$ cat src/rtl/res_hex_formatter_pkg.sv
// rtl/res_hex_formatter_pkg.sv - shared calculator codes, ASCII constants and formatter FSM encoding
package res_hex_formatter_pkg;

    // Data type codes shared with the parser and ALU
    localparam logic [3:0] DTYPE_SIGNED   = 4'h1;
    localparam logic [3:0] DTYPE_UNSIGNED = 4'h2;

    // ASCII control and punctuation bytes
    localparam logic [7:0] CH_MINUS = 8'h2D;
    localparam logic [7:0] CH_CR    = 8'h0D;
    localparam logic [7:0] CH_LF    = 8'h0A;

    // Formatter FSM encoding
    localparam logic [2:0] ST_IDLE  = 3'd0;
    localparam logic [2:0] ST_SIGN  = 3'd1;
    localparam logic [2:0] ST_DIGIT = 3'd2;
    localparam logic [2:0] ST_CR    = 3'd3;
    localparam logic [2:0] ST_LF    = 3'd4;

    // Index of the most significant nonzero nibble among the low ndigits
    // nibbles; 0 when all of them are zero so one digit is always printed.
    function automatic logic [2:0] top_nibble(input logic [31:0] mag, input int ndigits);
        logic [2:0] r;
        r = 3'd0;
        for (int i = 0; i < 8; i++) begin
            if (i < ndigits && mag[4*i +: 4] != 4'h0) begin
                r = 3'(i);
            end
        end
        return r;
    endfunction

endpackage

$ cat src/rtl/res_hex_formatter_nib2ascii.sv
// rtl/res_hex_formatter_nib2ascii.sv - combinational nibble to uppercase ASCII hex digit
//
// Ports:
//   nib_i   [3:0]  nibble value 0x0..0xF
//   ascii_o [7:0]  '0'..'9' (0x30..0x39) or 'A'..'F' (0x41..0x46)
module res_hex_formatter_nib2ascii (
    input  logic [3:0] nib_i,
    output logic [7:0] ascii_o
);

    // 0xA + 0x37 = 0x41 ('A')
    assign ascii_o = (nib_i < 4'd10) ? {4'h3, nib_i} : (8'h37 + {4'h0, nib_i});

endmodule

$ cat src/rtl/res_hex_formatter.sv
// rtl/res_hex_formatter.sv - serialises ALU results as ASCII hex lines toward the UART transmitter
//
// Ports:
//   clk, n_rst      clock, asynchronous active-low reset
//   alu_done        one-cycle pulse qualifying calc_res/dtype
//   calc_res [31:0] ALU result
//   dtype    [3:0]  data type (signed / unsigned / other = unsigned)
//   tx_ready        UART TX can accept a byte
//   tx_valid        tx_data holds a byte to send
//   tx_data  [7:0]  ASCII byte
//   busy            a result is being formatted/sent
//   fmt_done        one-cycle pulse the cycle after the final byte is accepted
//   overrun         one-cycle pulse when alu_done arrives while busy
module res_hex_formatter
    import res_hex_formatter_pkg::*;
#(
    parameter int NDIGITS     = 8,
    parameter int LZ_SUPPRESS = 0,
    parameter int EOL_EN      = 1
) (
    input  logic        clk,
    input  logic        n_rst,
    input  logic        alu_done,
    input  logic [31:0] calc_res,
    input  logic [3:0]  dtype,
    input  logic        tx_ready,
    output logic        tx_valid,
    output logic [7:0]  tx_data,
    output logic        busy,
    output logic        fmt_done,
    output logic        overrun
);

    localparam logic [2:0] IDX_TOP = 3'(NDIGITS - 1);

    logic [2:0]  state_q, state_d;
    logic [31:0] mag_q, mag_d;
    logic [2:0]  idx_q, idx_d;
    logic        fmt_done_q, fmt_done_d;

    logic        neg_in;
    logic [31:0] mag_in;
    logic        accept;
    logic [3:0]  cur_nib;
    logic [7:0]  digit_ascii;

    assign neg_in = (dtype == DTYPE_SIGNED) && calc_res[31];
    assign mag_in = neg_in ? (~calc_res + 32'd1) : calc_res;

    assign tx_valid = (state_q != ST_IDLE);
    assign busy     = (state_q != ST_IDLE);
    assign accept   = tx_valid && tx_ready;
    assign fmt_done = fmt_done_q;
    // A new result while a line is in flight (including its final-accept
    // cycle) is dropped; the FSM only latches in IDLE.
    assign overrun  = alu_done && busy;

    assign cur_nib = mag_q[{idx_q, 2'b00} +: 4];

    res_hex_formatter_nib2ascii u_nib2ascii (
        .nib_i   (cur_nib),
        .ascii_o (digit_ascii)
    );

    // tx_data depends only on registered state, so it cannot move while
    // a byte is stalled.
    always_comb begin
        tx_data = 8'h00;
        case (state_q)
            ST_SIGN:  tx_data = CH_MINUS;
            ST_DIGIT: tx_data = digit_ascii;
            ST_CR:    tx_data = CH_CR;
            ST_LF:    tx_data = CH_LF;
            default:  tx_data = 8'h00;
        endcase
    end

    always_comb begin
        state_d    = state_q;
        mag_d      = mag_q;
        idx_d      = idx_q;
        fmt_done_d = 1'b0;
        case (state_q)
            ST_IDLE: begin
                if (alu_done) begin
                    mag_d   = mag_in;
                    // Leading-zero skip is resolved here so DIGIT starts
                    // on the first printed nibble with no bubble.
                    idx_d   = (LZ_SUPPRESS != 0) ? top_nibble(mag_in, NDIGITS) : IDX_TOP;
                    state_d = neg_in ? ST_SIGN : ST_DIGIT;
                end
            end
            ST_SIGN: begin
                if (accept) state_d = ST_DIGIT;
            end
            ST_DIGIT: begin
                if (accept) begin
                    if (idx_q == 3'd0) begin
                        if (EOL_EN != 0) begin
                            state_d = ST_CR;
                        end else begin
                            state_d    = ST_IDLE;
                            fmt_done_d = 1'b1;
                        end
                    end else begin
                        idx_d = idx_q - 3'd1;
                    end
                end
            end
            ST_CR: begin
                if (accept) state_d = ST_LF;
            end
            ST_LF: begin
                if (accept) begin
                    state_d    = ST_IDLE;
                    fmt_done_d = 1'b1;
                end
            end
            default: state_d = ST_IDLE;
        endcase
    end

    always_ff @(posedge clk or negedge n_rst) begin
        if (!n_rst) begin
            state_q    <= ST_IDLE;
            mag_q      <= 32'd0;
            idx_q      <= 3'd0;
            fmt_done_q <= 1'b0;
        end else begin
            state_q    <= state_d;
            mag_q      <= mag_d;
            idx_q      <= idx_d;
            fmt_done_q <= fmt_done_d;
        end
    end

endmodule

$ cat config.mk
export PLATFORM = sky130hd
export DESIGN_NAME = res_hex_formatter
export DESIGN_NICKNAME = d
export VERILOG_FILES = /design/src/rtl/res_hex_formatter_pkg.sv /design/src/rtl/res_hex_formatter_nib2ascii.sv /design/src/rtl/res_hex_formatter.sv
export SDC_FILE = /design/constraint.sdc
export NUM_CORES = 1
export LEC_CHECK = 0
export BUFFER_PORTS_ARGS = -buffer_cell sky130_fd_sc_hd__buf_2
export CAP_MARGIN = 10
export CELL_PAD_IN_SITES_DETAIL_PLACEMENT = 0
export CELL_PAD_IN_SITES_GLOBAL_PLACEMENT = 2
export CORE_MARGIN = 3
export CORE_UTILIZATION = 30
export CTS_CLUSTER_DIAMETER = 200
export CTS_CLUSTER_SIZE = 24
export DETAILED_ROUTE_END_ITERATION = 7
export PLACE_DENSITY_LB_ADDON = 0.15
export SLEW_MARGIN = 20
export SYNTH_ARGS = -nofsm -noshare
export SYNTH_HDL_FRONTEND = slang
export SYNTH_HIERARCHICAL = 1
export SYNTH_SLANG_ARGS = --single-unit
$ cat constraint.sdc
create_clock -name clk -period 3.12 [get_ports clk]
set_clock_uncertainty 0.1 [all_clocks]
set_input_delay 0.624 -clock clk [delete_from_list [all_inputs] [get_ports clk]]
set_output_delay 0.624 -clock clk [all_outputs]
set_load 0.1 [all_outputs]
==> out/metrics.csv, run 1 <==
stage,metric,value,unit
run_status,status,"complete, but fails checks",
run_status,failing checks,setup timing,
yosys,post-synthesis sequential area ratio,35.2,%
yosys,Yosys top cell by area,dfrtp_1,
cts,TritonCTS Buffers,5,
setup_path,crit-path cells,buf_6 -> mux4_2 -> mux2_4 -> buf_6 -> o21ai_4 -> nand2_1 -> mux2_4 -> nor2_4 -> buf_12,
placed_design,Placed Instances,468,
yosys,Mapped Area,0.00277,sq mm
cts,Root Buffer,clkbuf_8,
drt,DRC,0,
timing,Final Cycle Share,104,%
die,die area,0.0104,sq mm
yosys,"FF+latch count, synth",39,
setup_path,Crit Path Max Fanout,6,
timing,Final WS setup,-0.133,ns
run,max-cap viol count,0,
drt,via/cell ratio,5.01,
setup_path,Critical Path End Type,output port,
setup_path,worst reg2reg endpoint,state_q[1],
cts,htree depth,2,
die,FP Rows,34,
timing,Slew Limit Fails,0,
layout,Finished Layout Cells,476,
setup_path,Reg2Reg Depth,8,
setup_path,crit-path max cell delay,0.51,ns
drt,ANT nets after route,0,
die,Die Wd,102,um
placed_design,dpl hpwl,5730,um
drt,per-cell routed wire length,15.6,um
layout,area delta synth->final,26.9,%
timing,minimum clock period,3.25,ns
placed_design,GPL Wtd Cong,0.762,
timing,Sum Neg Setup Slack,-0.449,ns
cts,clock-pin slew on the worst setup and hold paths,0.08,ns
pwr,total power,4.38,mW
drt,initial drt markers,89,
cts,clk buf depth,2,
pwr,peak supply drop,0.761,mV
setup_path,crit path DAT,2.53,ns
yosys,Syn Nets,361,
global_route,largest net degree at the start of global routing,56,
pwr,logic gate share of total power,69.2,%
worst_hold_path,Hold WC Path Type,input pin to async pin,
pwr,NetSw,2.13,mW
timing,Final Hold Slack,0.356,ns
layout,area of the multi-input gates,0.00178,sq mm
setup_path,"Slowest-stage cell, CP",mux4_2,
layout,fin nets,412,
timing,RSZ-0062 raised after global routing,yes,
die,core footprint,0.00885,sq mm
setup_path,crit path from,idx_q[0],
yosys,cell count after synthesis,317,
setup_path,end point of the critical path,tx_data[5],
cts,TritonCTS clock tree,built,
die,Die Span Y,102,um
pwr,Net Sw Frac,48.6,%
timing,number of setup violations in the final report,6,
drt,drt pass-1 iters,6,
yosys,synth warn,6,
die,initial core utilization,31.3,%
global_route,All-Layer GR Usage,15.1,%
setup_path,R2R Path Start,idx_q[1],
global_route,vias in the first global route,2361,
drt,WL final,7410,um
global_route,initial antenna violation count,0,
pwr,PD cells,1250,mW/mm^2
yosys,area share of the largest cell type after synthesis,35.2,%
layout,Filler cells,899,
pwr,Leak,1.49,nW
yosys,Post-Syn Area per Cell,8.74,sq um
setup_path,Setup crit start kind,flop,
cts,hold buffers post-CTS,0,
timing,Max-slew headroom,36.6,%
timing,Fin. Hold Viols,0,
pwr,sequential power share,21.3,%
layout,FF+latch area,977,sq um
global_route,first-pass GRT wire length,12300,um
pwr,Int Pwr,2.25,mW
timing,Tightest Pin Transition,0.958,ns
drt,via count,2385,
setup_path,R2R Setup Slk,0.88,ns
setup_path,critical path class,flop to output port,
layout,core occupancy in the finished layout,39.7,%
yosys,"top cells by area, synth","dfrtp_1, mux4_2, xnor2_1",
placed_design,buffers added on ports,50,
layout,share of cells above drive strength 1,30.2,%
pwr,Clk pwr share,9.5,%
layout,Inserted Diodes,0,
timing,Max Fclk,307,MHz
cts,Sink Count,39,
global_route,grt ovf,0,
die,I/O Pins,52,
yosys,Synth cell types,52,
cts,clock latency on the worst-skew pair,0.29,ns
setup_path,Required @ worst endpoint,2.40,ns
## logic make-up after synthesis
group / Yosys count / share of synthesized area, %
AO/OA/AOI/OAI: 77 / 15.8
XOR/XNOR: 26 / 8.22
adder cells (fa/ha/maj): 4 / 1.81
buffers and inverters: 30 / 4.70
flip-flops: 39 / 35.2
multiplexers: 16 / 9.67
other: 1 / 0.135
AND/OR/NAND/NOR: 124 / 24.5
## per-layer routing
metal	vias up	part of all wire, %	GRT usage [%]
met4	0	0.95	3.94
li1	1236	-	-
met5	-	0	0
met3	4	2.4	1.91
met2	38	47	24.0
met1	1107	50	21.8
## layout by cell type (no fill, tap or decap), types with 5 or more instances in the layout
cell and count:
a21oi_1 16, a31oi_1 9, buf_12 7, buf_2 43
buf_4 11, clkbuf_8 5, dfrtp_1 38, inv_1 7
mux2_4 6, mux4_2 8, nand2_1 33, nand3_1 5
nor2_1 22, nor2_4 5, nor2b_1 6, nor3_1 6
nor4_1 9, o21ai_1 31, or3_1 5, xnor2_1 20
xor2_1 6
## sequential cells by signal (all words and copies together), names as in the netlist
register / flops
state_q: 3
mag_q: 32
idx_q: 3
fmt_done: 1
## synthesized netlist by cell type, drive strengths merged
master	n
a21o	1
a21oi	19
a221oi	2
a31oi	9
a41oi	2
and2	6
and3	3
and3b	1
buf	5
clkbuf	16
conb	1
dfrtp	39
ha	4
inv	9
mux2	6
mux2i	2
mux4	8
nand2	35
nand2b	2
nand3	5
nand4	4
nor2	28
nor2b	6
nor3	6
nor3b	1
nor4	13
nor4b	1
o21a	1
o21ai	37
o22a	1
o22ai	1
o311ai	1
o31ai	1
o32a	1
o41ai	1
or2	3
or3	5
or4	4
or4b	1
xnor2	20
xor2	6
## timing repair
item,4_1_cts,5_1_grt
hold endpoints to repair,0,0
buffers inserted,1,0
cloned,0,0
pin swaps,9,4
resized for setup,29,3
endpoints found under the setup margin,7,7
## area by class of cell
cell class | instances | share of cell area, %
clock inverters | 2 | 1.07
repair buffers | 65 | 13.7
multi-input cells | 248 | 50.6
flip-flops and latches | 39 | 27.8
well taps | 108 | 3.84
clock buffers | 5 | 1.96
inverters | 9 | 1.03
## power groups by stage
stage          sequential [mW]  clock, mW  combinational [mW]
6_report                 0.934      0.416                3.03
5_1_grt                  0.968      0.449                3.24
4_1_cts                  0.939      0.430                3.02
3_5_place_dp             0.938          0                2.67
3_3_place_gp             0.942          0                2.66
2_1_floorplan            0.814          0                2.01
## critical path, delay by kind of cell, from the launching register on
family	cells	cell delay (ns)
and+or+nand+nor	2	0.17
DFF	1	0.47
muxes	3	1.09
AOI/OAI and AO/OA	1	0.05
buffers and inverters	3	0.44
## worst min-delay path by stage
| stage | startpoint | endpoint | cells past startpoint |
|---|---|---|---|
| after global routing | n_rst | mag_q[8] | 1 |
| final | n_rst | mag_q[0] | 1 |
| after floorplan | n_rst | fmt_done | 0 |
| after global placement | mag_q[14] | mag_q[14] | 2 |
| after detailed placement | mag_q[14] | mag_q[14] | 2 |
| after CTS | n_rst | mag_q[0] | 1 |
## per-stage QoR
step | worst slack, ns | instance area (sq um)
2_1_floorplan | 0.0123 | 2820
3_3_place_gp | -0.107 | 3280
3_5_place_dp | -0.145 | 3280
4_1_cts | -0.177 | 3510
5_1_grt | -0.235 | 3520
6_report | -0.133 | 3520
No activity file was read; power rests on OpenSTA's default activity.
==> run 2, diff against run 1 <==
--- a/config.mk
+++ b/config.mk
@@ -9,6 +9,7 @@
 export CAP_MARGIN = 10
 export CELL_PAD_IN_SITES_DETAIL_PLACEMENT = 0
 export CELL_PAD_IN_SITES_GLOBAL_PLACEMENT = 2
+export CORE_ASPECT_RATIO = 0.75
 export CORE_MARGIN = 3
 export CORE_UTILIZATION = 30
 export CTS_CLUSTER_DIAMETER = 200
==> out/metrics.csv, run 2 (same netlist as run 1, synthesis figures left out) <==
stage,metric,value,unit,change
pwr,Clk pwr share,10.9,%,+1.4 points
worst_hold_path,Worst Hold Path EP,mag_q[24],,
placed_design,placed cell area,0.00328,sq mm,unchanged
worst_hold_path,Hold Startpoint,mag_q[24],,
pwr,logic gate share of total power,68.8,%,-0.4 points
placed_design,DP Worst Slack,-0.137,ns,+0.00842 ns
run_status,failing checks,setup timing,,
drt,drt pass-1 iters,4,,-2
pwr,total power,4.64,mW,+5.9%
run_status,status,"complete, but fails checks",,
global_route,largest net degree at the start of global routing,40,,-29%
pwr,Leak,1.53,nW,+2.7%
pwr,PD cells,1290,mW/mm^2,+3.2%
die,die area,0.0104,sq mm,+0.12%
layout,area of the multi-input gates,0.00180,sq mm,+1.3%
die,FP Rows,29,,-15%
setup_path,Reg2Reg Depth,8,,unchanged
drt,via count,2476,,+3.8%
timing,Final Cycle Share,104,%,+0.23 points
timing,Max Fclk,307,MHz,-0.22%
die,Die Span Y,89.2,um,-13%
setup_path,Crit Path Max Fanout,6,,unchanged
timing,number of setup violations in the final report,5,,-1
timing,Fin. Hold Viols,0,,unchanged
cts,Root Buffer,clkbuf_16,,
layout,most frequent cells in the layout,"buf_2, dfrtp_1, nand2_1",,
pwr,peak supply drop,0.592,mV,-22%
pwr,Net Sw Frac,48.0,%,-0.65 points
cts,TritonCTS Buffers,5,,unchanged
placed_design,dpl hpwl,6090,um,+6.3%
die,initial core utilization,31.8,%,+0.50 points
timing,Tightest Pin Transition,0.958,ns,+0.000164 ns
setup_path,R2R Setup Slk,0.91,ns,+0.03 ns
pwr,sequential power share,20.3,%,-1.0 points
timing,Final WS setup,-0.140,ns,-0.00730 ns
drt,DRC,0,,unchanged
drt,WL final,7840,um,+5.9%
layout,biggest regs,"mag_q (32), idx_q (3), state_q (3)",,
setup_path,crit path DAT,2.54,ns,about the same
pwr,NetSw,2.22,mW,+4.5%
setup_path,critical path class,flop to output port,,
timing,RSZ-0062 raised after global routing,yes,,
global_route,first-pass GRT wire length,12900,um,+5.3%
worst_hold_path,Hold WC Path Type,flop to flop,,
setup_path,Setup crit start kind,flop,,
layout,share of cells above drive strength 1,31.7,%,+1.6 points
die,I/O Pins,52,,unchanged
run,max-cap viol count,0,,unchanged
cts,TritonCTS clock tree,built,,
global_route,grt ovf,0,,unchanged
layout,Filler cells,878,,-2.3%
drt,ANT nets after route,0,,unchanged
global_route,vias in the first global route,2426,,+2.8%
cts,Sink Count,39,,unchanged
timing,Slew Limit Fails,0,,unchanged
layout,FF+latch area,977,sq um,unchanged
layout,area delta synth->final,30.2,%,
cts,clk buf depth,2,,unchanged
setup_path,Critical Path End Type,output port,,
layout,"leading cell type in the layout, fill and taps excluded",buf_2,,
pwr,Int Pwr,2.41,mW,+7.3%
die,Die Wd,117,um,+15%
placed_design,buffers added on ports,50,,unchanged
timing,Max-slew headroom,36.6,%,about the same
worst_hold_path,hold path cells,2,,
drt,per-cell routed wire length,16.3,um,+5.0%
layout,Inserted Diodes,0,,unchanged
cts,htree depth,2,,unchanged
drt,initial drt markers,76,,-15%
timing,minimum clock period,3.26,ns,+0.00730 ns
placed_design,GPL Wtd Cong,0.824,,+8.1%
setup_path,Required @ worst endpoint,2.40,ns,about the same
setup_path,R2R Path Start,idx_q[1],,
cts,clock latency on the worst-skew pair,0.28,ns,about the same
layout,max FFs per register,32,,unchanged
global_route,initial antenna violation count,0,,unchanged
layout,fin nets,415,,+0.73%
drt,via/cell ratio,5.16,,+3.0%
setup_path,worst reg2reg endpoint,state_q[1],,
global_route,All-Layer GR Usage,16.2,%,+1.1 points
timing,Sum Neg Setup Slack,-0.363,ns,+0.0858 ns
cts,hold buffers post-CTS,0,,unchanged
layout,fin area,0.00361,sq mm,+2.6%
cts,clock-pin slew on the worst setup and hold paths,0.06,ns,-0.02 ns
die,core footprint,0.00871,sq mm,-1.6%
layout,Biggest register,mag_q,,
## run 2: changes by cell type in the layout (fill, tap and decap cells not counted), sizes merged
cell	delta
buf	+3
bufinv	-1
clkinvlp	+1
clkinv	+1
## run 2: how the worst max path moves through the flow
stage          cells after the start         end      from  slack (ns)
2_1_floorplan                      9  tx_data[2]  idx_q[0]        0.01
3_3_place_gp                       9  tx_data[2]  idx_q[0]       -0.13
3_5_place_dp                       9  tx_data[2]  idx_q[0]       -0.14
4_1_cts                            9  tx_data[5]  idx_q[0]       -0.16
5_1_grt                            9  tx_data[5]  idx_q[0]       -0.25
6_report                           8  tx_data[5]  idx_q[0]       -0.14
## run 2: per-layer routing
layer	up-vias	routed length, um	GRT usage, %
li1	1246	-	-
met3	5	311	2.77
met4	0	57	3.13
met1	1178	3990	24.4
met5	-	0	0
met2	47	3480	24.7
## run 2: power by group through the flow
stage	Clock, mW	Sequential (mW)	Combinational [mW]
finish	0.506	0.943	3.19
global route	0.546	0.980	3.41
CTS	0.520	0.946	2.96
detailed placement	0	0.943	2.67
global placement	0	0.941	2.66
floorplan	0	0.814	2.01
## run 2: metrics by stage
step / hold slack, ns / utilization [%] / instances
4_1_cts: 0.386 / 40.6 / 478
3_3_place_gp: 0.372 / 37.7 / 468
3_5_place_dp: 0.372 / 37.7 / 468
5_1_grt: 0.407 / 41.4 / 480
2_1_floorplan: 0.228 / - / 317
6_report: 0.380 / 41.4 / 480
## run 2: layout make-up
type | instances | share of cell area [%]
inverter | 9 | 1.01
sequential | 39 | 27.1
timing repair buffer | 68 | 14.2
clock buffer | 5 | 3.47
clock inverter | 3 | 0.555
multi-input combinational | 248 | 49.9
tap | 108 | 3.75
## run 2: critical path: stages (launching register included)
cell and delay (ns):
dfrtp_2 0.47, buf_6 0.13, mux4_2 0.51, mux2_4 0.34, o21ai_4 0.15, nand2_1 0.08, mux2_4 0.29, nor2_4 0.10
buf_12 0.18
## run 2: what timing repair did
item                                   4_1_cts  5_1_grt
endpoints found under the hold margin        0        0
setup endpoints to repair                    7        7
setup buffers                                2        2
resized for setup                           23       17
pin swaps                                    4        9
==> run 3, diff against run 2 <==
--- a/config.mk
+++ b/config.mk
@@ -9,7 +9,7 @@
 export CAP_MARGIN = 10
 export CELL_PAD_IN_SITES_DETAIL_PLACEMENT = 0
 export CELL_PAD_IN_SITES_GLOBAL_PLACEMENT = 2
-export CORE_ASPECT_RATIO = 0.75
+export CORE_ASPECT_RATIO = 1.1
 export CORE_MARGIN = 3
 export CORE_UTILIZATION = 30
 export CTS_CLUSTER_DIAMETER = 200
==> out/metrics.csv, run 3 (same netlist as run 1, synthesis figures left out) <==
stage,metric,value,unit,change
pwr,Clk pwr share,7.9,%,-3.0 points
cts,TritonCTS Buffers,5,,unchanged
global_route,initial antenna violation count,0,,unchanged
cts,Root Buffer,clkbuf_8,,
layout,"leading cell type in the layout, fill and taps excluded",buf_2,,
global_route,largest net degree at the start of global routing,56,,+40%
drt,WL final,7440,um,-5.1%
cts,clock-pin slew on the worst setup and hold paths,0.08,ns,+0.02 ns
pwr,peak supply drop,0.687,mV,+16%
die,Die Wd,97.6,um,-17%
die,I/O Pins,52,,unchanged
global_route,first-pass GRT wire length,12600,um,-3.0%
layout,Inserted Diodes,0,,unchanged
die,FP Rows,36,,+24%
setup_path,Required @ worst endpoint,2.40,ns,about the same
global_route,All-Layer GR Usage,15.0,%,-1.2 points
worst_hold_path,Hold WC Path Type,input pin to async pin,,
pwr,Int Pwr,2.23,mW,-7.7%
drt,via/cell ratio,4.98,,-3.4%
placed_design,placed cell area,0.00328,sq mm,unchanged
timing,Fin. Hold Viols,0,,unchanged
setup_path,crit-path cells,mux4_2 -> mux2_4 -> inv_2 -> ha_4 -> nand2_2 -> mux2_4 -> a21oi_4 -> nor2_4 -> buf_12,,
drt,drt pass-1 iters,4,,unchanged
run_status,failing checks,setup timing,,
global_route,grt ovf,0,,unchanged
drt,DRC,0,,unchanged
layout,fin area,0.00353,sq mm,-2.3%
timing,number of setup violations in the final report,6,,+1
setup_path,Critical Path End Type,output port,,
setup_path,Setup crit start kind,flop,,
pwr,total power,4.38,mW,-5.6%
pwr,logic gate share of total power,70.4,%,+1.6 points
timing,Final Hold Slack,0.351,ns,-0.0293 ns
setup_path,"Slowest-stage cell, CP",mux4_2,,
setup_path,critical path class,flop to output port,,
timing,Final WS setup,-0.140,ns,-0.0000750 ns
cts,clk buf depth,2,,unchanged
cts,htree depth,2,,unchanged
pwr,NetSw,2.15,mW,-3.3%
layout,biggest regs,"mag_q (32), idx_q (3), state_q (3)",,
timing,Tightest Pin Transition,0.956,ns,-0.00178 ns
setup_path,crit-path max cell delay,0.52,ns,about the same
cts,hold buffers post-CTS,0,,unchanged
setup_path,crit path DAT,2.54,ns,about the same
placed_design,GPL Wtd Cong,0.823,,-0.15%
cts,Sink Count,39,,unchanged
drt,ANT nets after route,0,,unchanged
placed_design,DP Worst Slack,-0.142,ns,-0.00465 ns
timing,minimum clock period,3.26,ns,+0.0000750 ns
layout,most frequent cells in the layout,"buf_2, dfrtp_1, nand2_1",,
run,max-cap viol count,0,,unchanged
die,initial core utilization,31.1,%,-0.75 points
die,core footprint,0.00892,sq mm,+2.4%
placed_design,buffers added on ports,50,,unchanged
die,die area,0.0104,sq mm,-0.10%
setup_path,Crit Path Max Fanout,6,,unchanged
layout,share of cells above drive strength 1,30.9,%,-0.83 points
pwr,PD cells,1240,mW/mm^2,-3.4%
die,Die Span Y,107,um,+20%
global_route,vias in the first global route,2389,,-1.5%
setup_path,most frequent CP cell,mux2_4,,
run_status,status,"complete, but fails checks",,
layout,area delta synth->final,27.3,%,
pwr,Net Sw Frac,49.1,%,+1.2 points
drt,initial drt markers,85,,+12%
drt,via count,2406,,-2.8%
timing,Max-slew headroom,36.7,%,+0.12 points
pwr,sequential power share,21.7,%,+1.4 points
layout,Biggest register,mag_q,,
cts,clock latency on the worst-skew pair,0.29,ns,about the same
timing,RSZ-0062 raised after global routing,yes,,
layout,max FFs per register,32,,unchanged
timing,Slew Limit Fails,0,,unchanged
cts,TritonCTS clock tree,built,,
timing,Max Fclk,307,MHz,about the same
drt,per-cell routed wire length,15.4,um,-5.7%
timing,Final Cycle Share,104,%,about the same
layout,fin nets,412,,-0.72%
placed_design,dpl hpwl,5750,um,-5.6%
pwr,Leak,1.49,nW,-2.9%
-- run 3: changes by cell type in the layout (fill, tap and decap cells not counted), sizes merged --
cell	change
buf	-3
-- run 3: per-stage QoR --
stage / TNS, ns / instances / utilization [%]
3_5_place_dp: -0.188 / 473 / 36.8
4_1_cts: -0.760 / 482 / 39.2
5_1_grt: -1.41 / 483 / 39.5
6_report: -0.561 / 483 / 39.5
2_1_floorplan: 0 / 317 / -
3_3_place_gp: -0.0967 / 473 / 36.8
-- run 3: worst max-delay path, delay by kind of cell (launching register included) --
family	cells	cell delay [ns]
muxes	3	1.12
AOI/OAI and AO/OA	1	0.17
buffers and inverters	2	0.23
adders and majority gates	1	0.14
and+or+nand+nor	2	0.10
DFF	1	0.48
-- run 3: power groups by stage --
stage | Combinational (mW) | Sequential (mW) | Clock, mW
floorplan | 2.01 | 0.814 | 0
global placement | 2.64 | 0.960 | 0
detailed placement | 2.66 | 0.955 | 0
CTS | 3.01 | 0.959 | 0.362
global route | 3.26 | 0.990 | 0.382
finish | 3.08 | 0.951 | 0.346
-- run 3: what timing repair did --
action                                  in CTS  in global routing
buffers inserted                             1                  1
gates cloned                                 0                  0
resized for setup                           31                  5
pin swaps                                    3                  8
endpoints found under the setup margin       7                  7
-- run 3: final timing paths --
| kind | startpoint | end | slack (ns) | cells past startpoint |
|---|---|---|---|---|
| max in group asynchronous | n_rst | idx_q[0] | 1.95 | 1 |
| max reg2reg | idx_q[1] | state_q[1] | 0.95 | 8 |
| min | n_rst | mag_q[0] | 0.35 | 1 |
| min reg2reg | mag_q[7] | mag_q[7] | 0.39 | 2 |
| max | idx_q[0] | tx_data[2] | -0.14 | 9 |
| min in group clk | mag_q[7] | mag_q[7] | 0.39 | 2 |
-- run 3: layout make-up --
cell class / instances / area, sq um
flip-flops and latches: 39 / 977
clock inverters: 3 / 20.0
multi-input cells: 248 / 1790
clock buffers: 5 / 68.8
fillers: 936 / 5390
well taps: 114 / 143
repair buffers: 65 / 490
inverters: 9 / 36.3
-- run 3: layer usage --
layer  up-vias  part of all wire [%]  track usage (%)
li1       1239                     -                -
met4         0                   1.6             4.55
met3         7                   3.2             2.08
met1      1116                    48             20.4
met2        44                    48             24.9
met5         -                     0                0
